File: src/rtl/chime_scheduler.sv
// Arbitrates one music player between alarm, chime, key-tone and manual requests with pre-emption and queueing.
// Start asserts 3 edges after a request rise is sampled when idle; every output is a register.
module chime_scheduler #(
    parameter int          CLK_FREQ = 50_000_000,
    parameter int          MSC_N    = 5,
    parameter logic [15:0] ALM_MS   = 16'd30000,
    parameter logic [15:0] CHM_MS   = 16'd2000,
    parameter logic [15:0] KEY_MS   = 16'd100,
    parameter logic [15:0] MAN_MS   = 16'd60000
) (
    input  logic             sysclk,
    input  logic             rst,
    input  logic             req_alarm,
    input  logic             req_chime,
    input  logic             req_key,
    input  logic             req_man,
    input  logic [2:0]       song_sel,
    input  logic [9:0]       vol_user,
    input  logic             stop,
    output logic [MSC_N-1:0] start,
    output logic [9:0]       volume,
    output logic             busy,
    output logic [1:0]       active_src,
    output logic             done
);

    localparam int DIV = CLK_FREQ / 1000;
    localparam int PW  = (DIV > 1) ? $clog2(DIV) : 1;
    localparam logic [PW-1:0]    PS_LAST  = PW'(DIV - 1);
    localparam logic [MSC_N-1:0] SONG_ALM = MSC_N'(1);
    localparam logic [MSC_N-1:0] SONG_CHM = MSC_N'(2);
    localparam logic [MSC_N-1:0] SONG_KEY = MSC_N'(4);

    typedef enum logic [1:0] {
        IDLE = 2'd0,
        LOAD = 2'd1,
        PLAY = 2'd2
    } state_t;

    state_t           state_q, state_d;
    logic [3:0]       req_q, req_p_q;
    logic [3:0]       pend_q, pend_d;
    logic [1:0]       src_q, src_d;
    logic [MSC_N-1:0] song_q, song_d;
    logic [9:0]       vol_lat_q, vol_lat_d;
    logic [15:0]      dur_q, dur_d;
    logic [PW-1:0]    ps_q, ps_d;
    logic [15:0]      ms_q, ms_d;
    logic [MSC_N-1:0] start_q, start_d;
    logic [9:0]       volume_q, volume_d;
    logic             busy_q, busy_d;
    logic             done_q, done_d;

    logic [3:0]       evt;
    logic [3:0]       pend_set;
    logic [3:0]       pend_clr;
    logic             any_pend;
    logic [1:0]       hi_src;
    logic             tick;
    logic [MSC_N-1:0] man_oh;
    int               man_idx;

    // Bit order everywhere is priority order: 3 alarm, 2 chime, 1 key, 0 manual.
    assign evt      = req_q & ~req_p_q;
    assign any_pend = |pend_q;
    assign tick     = (ps_q == PS_LAST);

    always_comb begin
        hi_src = 2'd0;
        if (pend_q[3]) begin
            hi_src = 2'd3;
        end else if (pend_q[2]) begin
            hi_src = 2'd2;
        end else if (pend_q[1]) begin
            hi_src = 2'd1;
        end
    end

    always_comb begin
        man_oh  = '0;
        man_idx = (int'(song_sel) >= MSC_N) ? (MSC_N - 1) : int'(song_sel);
        for (int i = 0; i < MSC_N; i++) begin
            man_oh[i] = (i == man_idx);
        end
    end

    always_comb begin
        state_d   = state_q;
        pend_clr  = '0;
        src_d     = src_q;
        song_d    = song_q;
        vol_lat_d = vol_lat_q;
        dur_d     = dur_q;
        ps_d      = ps_q;
        ms_d      = ms_q;
        done_d    = 1'b0;

        case (state_q)
            IDLE: begin
                if (any_pend) begin
                    src_d            = hi_src;
                    pend_clr[hi_src] = 1'b1;
                    vol_lat_d        = vol_user;
                    state_d          = LOAD;
                    case (hi_src)
                        2'd3: begin
                            song_d    = SONG_ALM;
                            vol_lat_d = 10'h3FF;
                            dur_d     = ALM_MS;
                        end
                        2'd2: begin
                            song_d = SONG_CHM;
                            dur_d  = CHM_MS;
                        end
                        2'd1: begin
                            song_d = SONG_KEY;
                            dur_d  = KEY_MS;
                        end
                        default: begin
                            song_d = man_oh;
                            dur_d  = MAN_MS;
                        end
                    endcase
                end
            end
            LOAD: begin
                ps_d    = '0;
                ms_d    = '0;
                state_d = PLAY;
            end
            PLAY: begin
                // A strictly higher pending source kills the current sound; it is not re-queued.
                if (any_pend && (hi_src > src_q)) begin
                    state_d = IDLE;
                end else if (tick) begin
                    ps_d = '0;
                    ms_d = ms_q + 16'd1;
                    if (ms_q == dur_q - 16'd1) begin
                        state_d = IDLE;
                        done_d  = 1'b1;
                    end
                end else begin
                    ps_d = ps_q + PW'(1);
                end
            end
            default: begin
                state_d = IDLE;
            end
        endcase

        if (stop) begin
            state_d = IDLE;
            done_d  = 1'b0;
        end

        pend_set = evt;
        if (state_q != IDLE) begin
            pend_set[1] = 1'b0;
        end
        pend_d = stop ? 4'b0000 : ((pend_q & ~pend_clr) | pend_set);

        start_d  = (state_d == PLAY) ? song_d : '0;
        volume_d = (state_d == PLAY) ? vol_lat_d : 10'h000;
        busy_d   = (state_d != IDLE);
    end

    always_ff @(posedge sysclk or posedge rst) begin
        if (rst) begin
            state_q   <= IDLE;
            req_q     <= '0;
            req_p_q   <= '0;
            pend_q    <= '0;
            src_q     <= '0;
            song_q    <= '0;
            vol_lat_q <= '0;
            dur_q     <= '0;
            ps_q      <= '0;
            ms_q      <= '0;
            start_q   <= '0;
            volume_q  <= '0;
            busy_q    <= 1'b0;
            done_q    <= 1'b0;
        end else begin
            state_q   <= state_d;
            req_q     <= {req_alarm, req_chime, req_key, req_man};
            req_p_q   <= req_q;
            pend_q    <= pend_d;
            src_q     <= src_d;
            song_q    <= song_d;
            vol_lat_q <= vol_lat_d;
            dur_q     <= dur_d;
            ps_q      <= ps_d;
            ms_q      <= ms_d;
            start_q   <= start_d;
            volume_q  <= volume_d;
            busy_q    <= busy_d;
            done_q    <= done_d;
        end
    end

    assign start      = start_q;
    assign volume     = volume_q;
    assign busy       = busy_q;
    assign active_src = src_q;
    assign done       = done_q;

endmodule

File: config.mk
export PLATFORM = sky130hd
export DESIGN_NAME = chime_scheduler
export DESIGN_NICKNAME = d
export VERILOG_FILES = /design/src/rtl/chime_scheduler.sv
export SDC_FILE = /design/constraint.sdc
export NUM_CORES = 1
export LEC_CHECK = 0
export BUFFER_PORTS_ARGS = -buffer_cell sky130_fd_sc_hd__buf_2
export CORE_MARGIN = 2
export CORE_UTILIZATION = 57
export DETAILED_ROUTE_END_ITERATION = 7
export PLACE_DENSITY = 0.79
export SLEW_MARGIN = 30
export SYNTH_ARGS = -nofsm -noshare
export SYNTH_HDL_FRONTEND = slang
export SYNTH_SLANG_ARGS = --single-unit
File: constraint.sdc
create_clock -name sysclk -period 6.8 [get_ports sysclk]
set_clock_uncertainty 0.2 [all_clocks]
set_input_delay 0.68 -clock sysclk [delete_from_list [all_inputs] [get_ports sysclk]]
set_output_delay 0.68 -clock sysclk [all_outputs]
set_load 0.02 [all_outputs]
==> flow_metrics.py, run 1 <==
metrics = {
    "run_status": {
        "outcome": "finished, final reports clean",
    },
    "route": {
        "drtPass1Iterations": 6,
        "viasPerCell": 5.597,
        "routed_wl_um": 8692,
        "wl_per_cell_um": 14.83,
        "remaining_drc_errors": 0,
        "vias": 3280,
        "dr.first_iter.drc_count": 113,
        "ant_nets": 0,
    },
    "critical_path": {
        "crit_slowest_cell": "o21ai_2",
        "critPathMaxStageDelay_ns": 0.66,
        "worstPathArrival_ns": 3.26,
        "worst-endpoint-required_ns": 6.91,
        "cp-end-kind": "register",
        "critPathMaxFanout": 17,
        "path_buf_inv": 0,
        "criticalPathCategory": "reg -> reg",
        "crit_path_start_kind": "register",
        "crit_family": "compound AO/OA/AOI/OAI gates",
        "path_cells": "or2_2, ha_1, nor2b_1, o211ai_2, nand2_1, a41o_2, o21ai_2, a21bo_2",
    },
    "hold_path": {
        "hp-class": "in -> async",
    },
    "power": {
        "p_sw_uw": 585.5,
        "comb_power_share": 0.309,
        "power.share.switching": 0.3853,
        "p_int_uw": 934.2,
        "vdd_drop_max_mv": 0.2034,
        "total_power_mw": 1.520,
        "clockPowerShare": 0.234,
        "seqPwrFrac": 0.458,
        "p_per_area_nw_per_um2": 315.6,
        "leakage_nw": 2.216,
    },
    "clock_network": {
        "holdBufCountCts": 0,
        "cts_resized": 0,
        "cts_htree_levels": 3,
        "worstSkewPairLatency_ns": 0.36,
        "cts_root_buf": "clkbuf_8",
        "cts_buffers": 9,
        "clk_pin_slew_ns": 0.09,
        "cts_sinks": 89,
        "clock_path_buffers": 2,
        "post_cts_buffers": 0,
        "tritoncts": "yes",
    },
    "layout": {
        "stdcell_count": 586,
        "nets": 518,
        "areaGrowthSynthToFinish_pct": 10.38,
        "drive_gt1_frac": 0.1520,
        "final_cell_area_um2": 4816,
        "n_antenna_cell": 0,
        "utilization": 0.6569,
    },
    "logic_synthesis": {
        "synth.top_cell.area_share": 0.5105,
        "syn-num-nets": 481,
        "synthCells": 445,
        "seq_area_frac_synth": 0.5105,
        "ys.warnings.count": 0,
        "syn_area_um2": 4363,
        "avgSynthCellArea_um2": 9.804,
        "synth_area_leaders": "dfrtp_1, nand2_1, ha_1",
        "yosysMostFrequentCell": "dfrtp_1",
        "synth_seq_cells": 89,
        "synthFlopType": "dfrtp_1",
        "async_flop_share": 1.000,
        "synth_common_cells": "dfrtp_1, nand2_1, nor2_1, o21ai_0, inv_1",
        "synth_cell_type_count": 56,
        "synth_edf_count": 0,
        "synth_largest_area_cell": "dfrtp_1",
    },
    "global_route": {
        "grt_pass1_wl_um": 15320,
        "grt_usage": 0.2286,
        "antenna_found_initial": 0,
        "grt_pass1_vias": 3254,
        "grt.overflow.total": 0,
        "grt_max_degree": 67,
    },
    "sta": {
        "worst_pin_slew_ns": 0.8493,
        "period_needed_ns": 3.144,
        "fin_tns_setup_ns": 0,
        "slew_headroom": 0.4338,
        "setup_viol": 0,
        "finalCritPeriodShare": 0.4624,
        "fin_hold_ws_ns": 0.06470,
        "slew_violations": 0,
        "rsz0062_at_grt": "false",
        "fmax_mhz": 318.0,
        "hold_viol": 0,
        "setup_slack_ns": 3.656,
    },
    "die": {
        "core_um2": 7331,
        "rows": 31,
        "io_pins": 39,
        "initial_core_util": 0.5952,
        "dieArea_um2": 8370,
        "die_x_um": 91.49,
        "dieHeight_um": 91.49,
    },
    "placement": {
        "numPortBuffers": 38,
        "dp_cells": 570,
        "place_area_um2": 4623,
        "place_hpwl_um": 6232,
        "pre_cts_ws_ns": 3.662,
        "gp_congestion": 0.9230,
    },
    "job": {
        "maxCapViolCount": 0,
    },
}
power groups by stage:
stage	clock [mW]	sequential (mW)	combinational, mW
finish	0.355	0.695	0.469
global route	0.383	0.707	0.531
CTS	0.365	0.694	0.470
detailed placement	0	0.704	0.469
global placement	0	0.699	0.452
floorplan	0	0.705	0.347
cells by family (layout without fill, tap and decap cells):
kind of cell / count (synthesis) / count (layout) / share of synthesized area
buf+inv: 31 / 73 / 0.02982
flops: 89 / 89 / 0.5105
xor+xnor: 29 / 29 / 0.05822
mux: 1 / 1 / 0.002581
fa+ha+maj: 16 / 16 / 0.04588
simple gates: 198 / 198 / 0.2329
compound gates: 81 / 81 / 0.1202
final cells by class:
cell class | instances | area [um^2]
clock buffers | 9 | 123.9
repair buffers | 39 | 197.7
multi-input cells | 325 | 2008
inverters | 18 | 68.82
clock inverters | 7 | 66.31
fillers | 596 | 2515
well taps | 99 | 123.9
flip-flops and latches | 89 | 2227
layout by cell type, fill, tap and decap left out, drive strengths merged, types with 16 or more instances in the layout:
cell type | netlist | final
nor3b | 17 | 17
o21ai | 42 | 42
nor2 | 45 | 45
buf | 5 | 39
xnor2 | 16 | 16
inv | 18 | 23
nand3 | 16 | 16
a21oi | 16 | 16
dfrtp | 89 | 89
ha | 16 | 16
nand2 | 66 | 66
per-layer routing:
layer	wire [um]	GRT usage	vias to the layer above	share of wire
met3	279	0.03651	11	0.032
met1	4219	0.3141	1609	0.49
met5	0	0	-	0
li1	-	-	1602	-
met4	125	0.09091	0	0.014
met2	4067	0.3640	58	0.47
final timing paths:
| path | from | to | slack, ns | cells past startpoint |
|---|---|---|---|---|
| worst max-delay path | pend_q[3] | busy | 3.66 | 8 |
| min in group sysclk | req_q[0] | req_p_q[0] | 0.18 | 0 |
| worst min-delay path | rst | ms_q[14] | 0.06 | 2 |
| worst min register to register | req_q[0] | req_p_q[0] | 0.18 | 0 |
| max in group asynchronous | rst | pend_q[1] | 5.21 | 3 |
| worst max register to register | pend_q[3] | busy | 3.66 | 8 |
flip-flops by register name, summed over array words and instances, names as in the netlist, 2 cells and up:
name        count
ms_q           16
ps_q           16
vol_lat_q      10
volume         10
dur_q           9
song_q          5
start           5
pend_q          4
req_p_q         4
req_q           4
active_src      2
state_q         2
(Power assumes the default switching activity.)
==> run 2, diff against run 1 <==
clock period = 3.19 ns   (was 6.8 ns; I/O delays follow)
==> run 2 against run 1 <==
Effect of this change:
- wire length is 6.6% higher
- final cell count is 3.6% higher
- global-route usage is 1.1 points higher
- combinational power is 130% higher
- largest power group unchanged
- non-clock buffer count is 21 higher
==> flow_metrics.py, run 2 (synthesis results as in run 1) <==
metrics = {
    "critical_path": {
        "worst-endpoint-required_ns": 3.21,
        "worstPathArrival_ns": 3.06,
        "path_cells": "ha_1, nand4b_1, nor4_4, o21ai_0, nor4b_1, a41o_2, a2bb2oi_4, buf_4, nor3b_1",
        "crit_path_start_kind": "register",
        "criticalPathCategory": "reg -> reg",
        "cp-end-kind": "register",
        "crit_slowest_cell": "dfrtp_1",
        "timing.rr.start": "ps_q[0]",
        "startpoint": "ps_q[0]",
        "critPathMaxStageDelay_ns": 0.41,
        "crit_family": "simple AND/OR/NAND/NOR gates",
        "critPathMaxFanout": 9,
        "path_buf_inv": 1,
    },
    "hold_path": {
        "hp-class": "in -> reg",
        "holdCritStartpoint": "vol_user[4]",
    },
    "sta": {
        "fin_tns_setup_ns": 0,
        "finalCritPeriodShare": 0.9534,
        "hold_viol": 0,
        "setup_slack_ns": 0.1486,
        "rsz0062_at_grt": "false",
        "fin_hold_ws_ns": 0.01797,
        "period_needed_ns": 3.041,
        "slew_headroom": 0.4615,
        "worst_pin_slew_ns": 0.8077,
        "slew_violations": 0,
        "fmax_mhz": 328.8,
        "setup_viol": 0,
    },
    "route": {
        "remaining_drc_errors": 0,
        "wl_per_cell_um": 15.27,
        "dr.first_iter.drc_count": 197,
        "vias": 3454,
        "routed_wl_um": 9266,
        "drtPass1Iterations": 5,
        "viasPerCell": 5.690,
        "ant_nets": 0,
    },
    "layout": {
        "stdcell_count": 607,
        "area.sequential_um2": 2227,
        "drive_gt1_frac": 0.1594,
        "final_common_cell": "dfrtp_1",
        "n_antenna_cell": 0,
        "nets": 539,
        "final_cell_mix": "dfrtp_1, nand2_1, nor2_1, o21ai_0, buf_2",
        "multi_input_area_um2": 2019,
        "fillers": 546,
        "utilization": 0.6889,
        "final_cell_area_um2": 5050,
        "reg.largest.list": "ms_q: 16 flops, ps_q: 16 flops",
        "areaGrowthSynthToFinish_pct": 15.74,
    },
    "placement": {
        "place_hpwl_um": 6372,
        "dp_cells": 577,
        "gp_congestion": 0.9453,
        "place_area_um2": 4676,
        "numPortBuffers": 38,
        "pre_cts_ws_ns": 0.1140,
    },
    "die": {
        "core_um2": 7331,
        "initial_core_util": 0.5952,
        "die_x_um": 91.49,
        "dieHeight_um": 91.49,
        "dieArea_um2": 8370,
        "rows": 31,
        "io_pins": 39,
    },
    "clock_network": {
        "cts_sinks": 89,
        "clk_pin_slew_ns": 0.10,
        "worstSkewPairLatency_ns": 0.36,
        "tritoncts": "yes",
        "cts_htree_levels": 3,
        "cts_buffers": 9,
        "cts_root_buf": "clkbuf_8",
        "clock_path_buffers": 2,
    },
    "global_route": {
        "grt_pass1_wl_um": 16170,
        "grt_max_degree": 49,
        "antenna_found_initial": 0,
        "grt.overflow.total": 0,
        "grt_usage": 0.2398,
        "grt_pass1_vias": 3540,
    },
    "power": {
        "p_per_area_nw_per_um2": 672.0,
        "leakage_nw": 2.318,
        "vdd_drop_max_mv": 0.3730,
        "total_power_mw": 3.393,
    },
    "job": {
        "maxCapViolCount": 0,
    },
    "run_status": {
        "outcome": "finished, final reports clean",
    },
}
-- run 2: tightest hold or removal path: stages --
cell and delay (ns):
buf_2 0.07, o21ai_0 0.07, nand2_1 0.09
-- run 2: cell type report --
class                      instances  share of cell area
tap                               99             0.02453
timing repair buffer              60             0.07730
clock inverter                     7             0.01908
multi-input combinational        325              0.3999
sequential                        89              0.4410
clock buffer                       9             0.02453
inverter                          18             0.01363
-- run 2: where the power goes --
group | leakage, nW | switching, mW | internal (mW)
logic | 1.04 | 0.666 | 0.400
registers | 1.17 | 0.164 | 1.32
clock network | 0.109 | 0.451 | 0.388
-- run 2: path summary, 6_finish.rpt --
check | end | slack (ns) | cells past startpoint
worst max register to register | volume[2] | 0.15 | 9
worst min-delay path | vol_lat_q[4] | 0.02 | 3
worst max-delay path | volume[2] | 0.15 | 9
min in group asynchronous | dur_q[12] | 0.41 | 3
worst min register to register | req_p_q[3] | 0.18 | 0
max in group asynchronous | vol_lat_q[8] | 1.59 | 4
-- run 2: per-layer routing --
layer	vias to the layer above	global-route usage	share of wire
met3	17	0.06639	0.042
met2	93	0.3915	0.49
met1	1705	0.3065	0.45
met5	-	0	0
met4	0	0.08586	0.017
li1	1639	-	-
-- run 2: timing repair --
action / in CTS / in global routing
resized for setup: 0 / 2
endpoints found under the setup margin: 0 / 10
buffers inserted: 0 / 0
endpoints found under the hold margin: 60 / 0
hold buffers: 14 / 0
==> run 3, diff against run 2 <==
CORE_UTILIZATION = 45   (was 57)
PLACE_DENSITY = 0.65   (was 0.79)
==> run 3 against run 2 <==
Effect of this change:
- sequential share of layout area is 0.57 points lower
- total power up 5.4%
- core utilization shrank 14 points
- hold slack worse by 0.0031 ns
- largest power group unchanged
- final cell count increased by 4.4%
- first-iteration DRC count down 53%
- cell area increased by 1.3%
- global-route usage is 4.7 points lower
- combinational power about the same
==> flow_metrics.py, run 3 (synthesis results as in run 1) <==
metrics = {
    "layout": {
        "reg.largest.list": "ms_q: 16 flops, ps_q: 16 flops",
        "stdcell_count": 634,
        "final_cell_mix": "dfrtp_1, nand2_1, nor2_1, o21ai_0, buf_2",
        "utilization": 0.5485,
        "final_cell_area_um2": 5116,
        "final_common_cell": "dfrtp_1",
        "n_antenna_cell": 0,
        "nets": 536,
        "drive_gt1_frac": 0.1584,
        "areaGrowthSynthToFinish_pct": 17.26,
        "fillers": 832,
    },
    "power": {
        "seqPwrFrac": 0.414,
        "vdd_drop_max_mv": 0.3880,
        "leakage_nw": 2.339,
        "comb_power_share": 0.294,
        "p_sw_mw": 1.241,
        "clockPowerShare": 0.292,
        "p_per_area_nw_per_um2": 698.8,
        "power.share.switching": 0.3472,
        "total_power_mw": 3.575,
        "p_int_mw": 2.334,
    },
    "route": {
        "routed_wl_um": 9272,
        "remaining_drc_errors": 0,
        "drtPass1Iterations": 4,
        "dr.first_iter.drc_count": 92,
        "viasPerCell": 5.257,
        "vias": 3333,
        "wl_per_cell_um": 14.62,
        "ant_nets": 0,
    },
    "placement": {
        "numPortBuffers": 38,
        "dp_cells": 607,
        "place_hpwl_um": 6312,
        "place_area_um2": 4726,
        "pre_cts_ws_ns": 0.1490,
        "gp_congestion": 0.8543,
    },
    "die": {
        "io_pins": 39,
        "dieArea_um2": 10500,
        "dieHeight_um": 102.5,
        "die_x_um": 102.5,
        "core_um2": 9328,
        "rows": 35,
        "initial_core_util": 0.4677,
    },
    "global_route": {
        "busiest_layer": "met2",
        "grt_max_degree": 90,
        "grt_usage": 0.1931,
        "grt.overflow.total": 0,
        "grt_pass1_vias": 3441,
        "met2_usage": 0.3162,
        "grt_util_met3": 0.03010,
        "antenna_found_initial": 0,
        "grt.met1_usage": 0.2600,
        "grt_pass1_wl_um": 15810,
    },
    "clock_network": {
        "cts_root_buf": "clkbuf_8",
        "cts_htree_levels": 3,
        "tritoncts": "yes",
        "clk_pin_slew_ns": 0.09,
        "clock_path_buffers": 2,
        "cts_buffers": 9,
        "post_cts_buffers": 0,
        "cts_sinks": 89,
        "worstSkewPairLatency_ns": 0.36,
    },
    "hold_path": {
        "hp-class": "in -> reg",
    },
    "sta": {
        "finalCritPeriodShare": 0.9393,
        "rsz0062_at_grt": "false",
        "period_needed_ns": 2.996,
        "hold_viol": 0,
        "fin_hold_ws_ns": 0.01491,
        "slew_violations": 0,
        "setup_viol": 0,
        "setup_slack_ns": 0.1935,
        "fin_tns_setup_ns": 0,
        "fmax_mhz": 333.7,
        "worst_pin_slew_ns": 0.7444,
        "slew_headroom": 0.5037,
    },
    "critical_path": {
        "crit_path_start_kind": "register",
        "cp-end-kind": "register",
        "critPathMaxFanout": 8,
        "worstPathArrival_ns": 3.09,
        "criticalPathCategory": "reg -> reg",
        "worst-endpoint-required_ns": 3.28,
    },
    "run_status": {
        "outcome": "finished, final reports clean",
    },
    "job": {
        "maxCapViolCount": 0,
    },
}
[run 3: cell types whose count changed in the layout (fill, tap and decap cells not counted), sizes merged]
cell	before	now
bufinv	1	4
clkinv	2	1
clkinvlp	1	0
dlygate4sd3	14	11
inv	21	20
[run 3: final timing paths]
kind | start | end | slack [ns] | cells past startpoint
min in group asynchronous | rst | ps_q[11] | 0.39 | 4
max in group asynchronous | rst | dur_q[10] | 2.04 | 4
worst min-delay path | stop | pend_q[3] | 0.01 | 2
worst max-delay path | pend_q[3] | ms_q[7] | 0.19 | 8
worst min register to register | req_q[0] | req_p_q[0] | 0.18 | 0
worst max register to register | pend_q[3] | ms_q[7] | 0.19 | 8
[run 3: worst max-delay path, cell delays in order (launching register included)]
cell,delay (ns)
dfrtp_1,0.41
or2_2,0.37
ha_1,0.30
nor2b_1,0.14
o211ai_2,0.27
a31oi_4,0.17
or3b_1,0.53
or3_1,0.38
a21oi_1,0.14
[run 3: final cells by class]
type	instances	area, um^2	area share
Timing Repair Buffer	57	372.9	0.07288
Tap cell	129	161.4	0.03155
Clock inverter	7	148.9	0.02910
Inverter	18	68.82	0.01345
Multi-Input combinational cell	325	2013	0.3935
Clock buffer	9	123.9	0.02421
Sequential cell	89	2227	0.4353
[run 3: power groups by stage]
stage	clock, mW	combinational [mW]	sequential, mW
after floorplan	0	0.740	1.50
after global placement	0	1.01	1.49
after detailed placement	0	1.03	1.50
after CTS	1.06	1.05	1.48
after global routing	1.11	1.19	1.51
final	1.05	1.05	1.48
[run 3: timing repair]
action / CTS / global route
endpoints found under the hold margin: 99 / 0
hold buffers: 11 / 0
setup endpoints to repair: 0 / 16
resized for setup: 0 / 1
[run 3: routing by layer]
metal / wire, um / vias to the layer above
met3: 213 / 8
met5: 0 / -
li1: - / 1643
met4: 107 / 0
met2: 4567 / 45
met1: 4384 / 1637
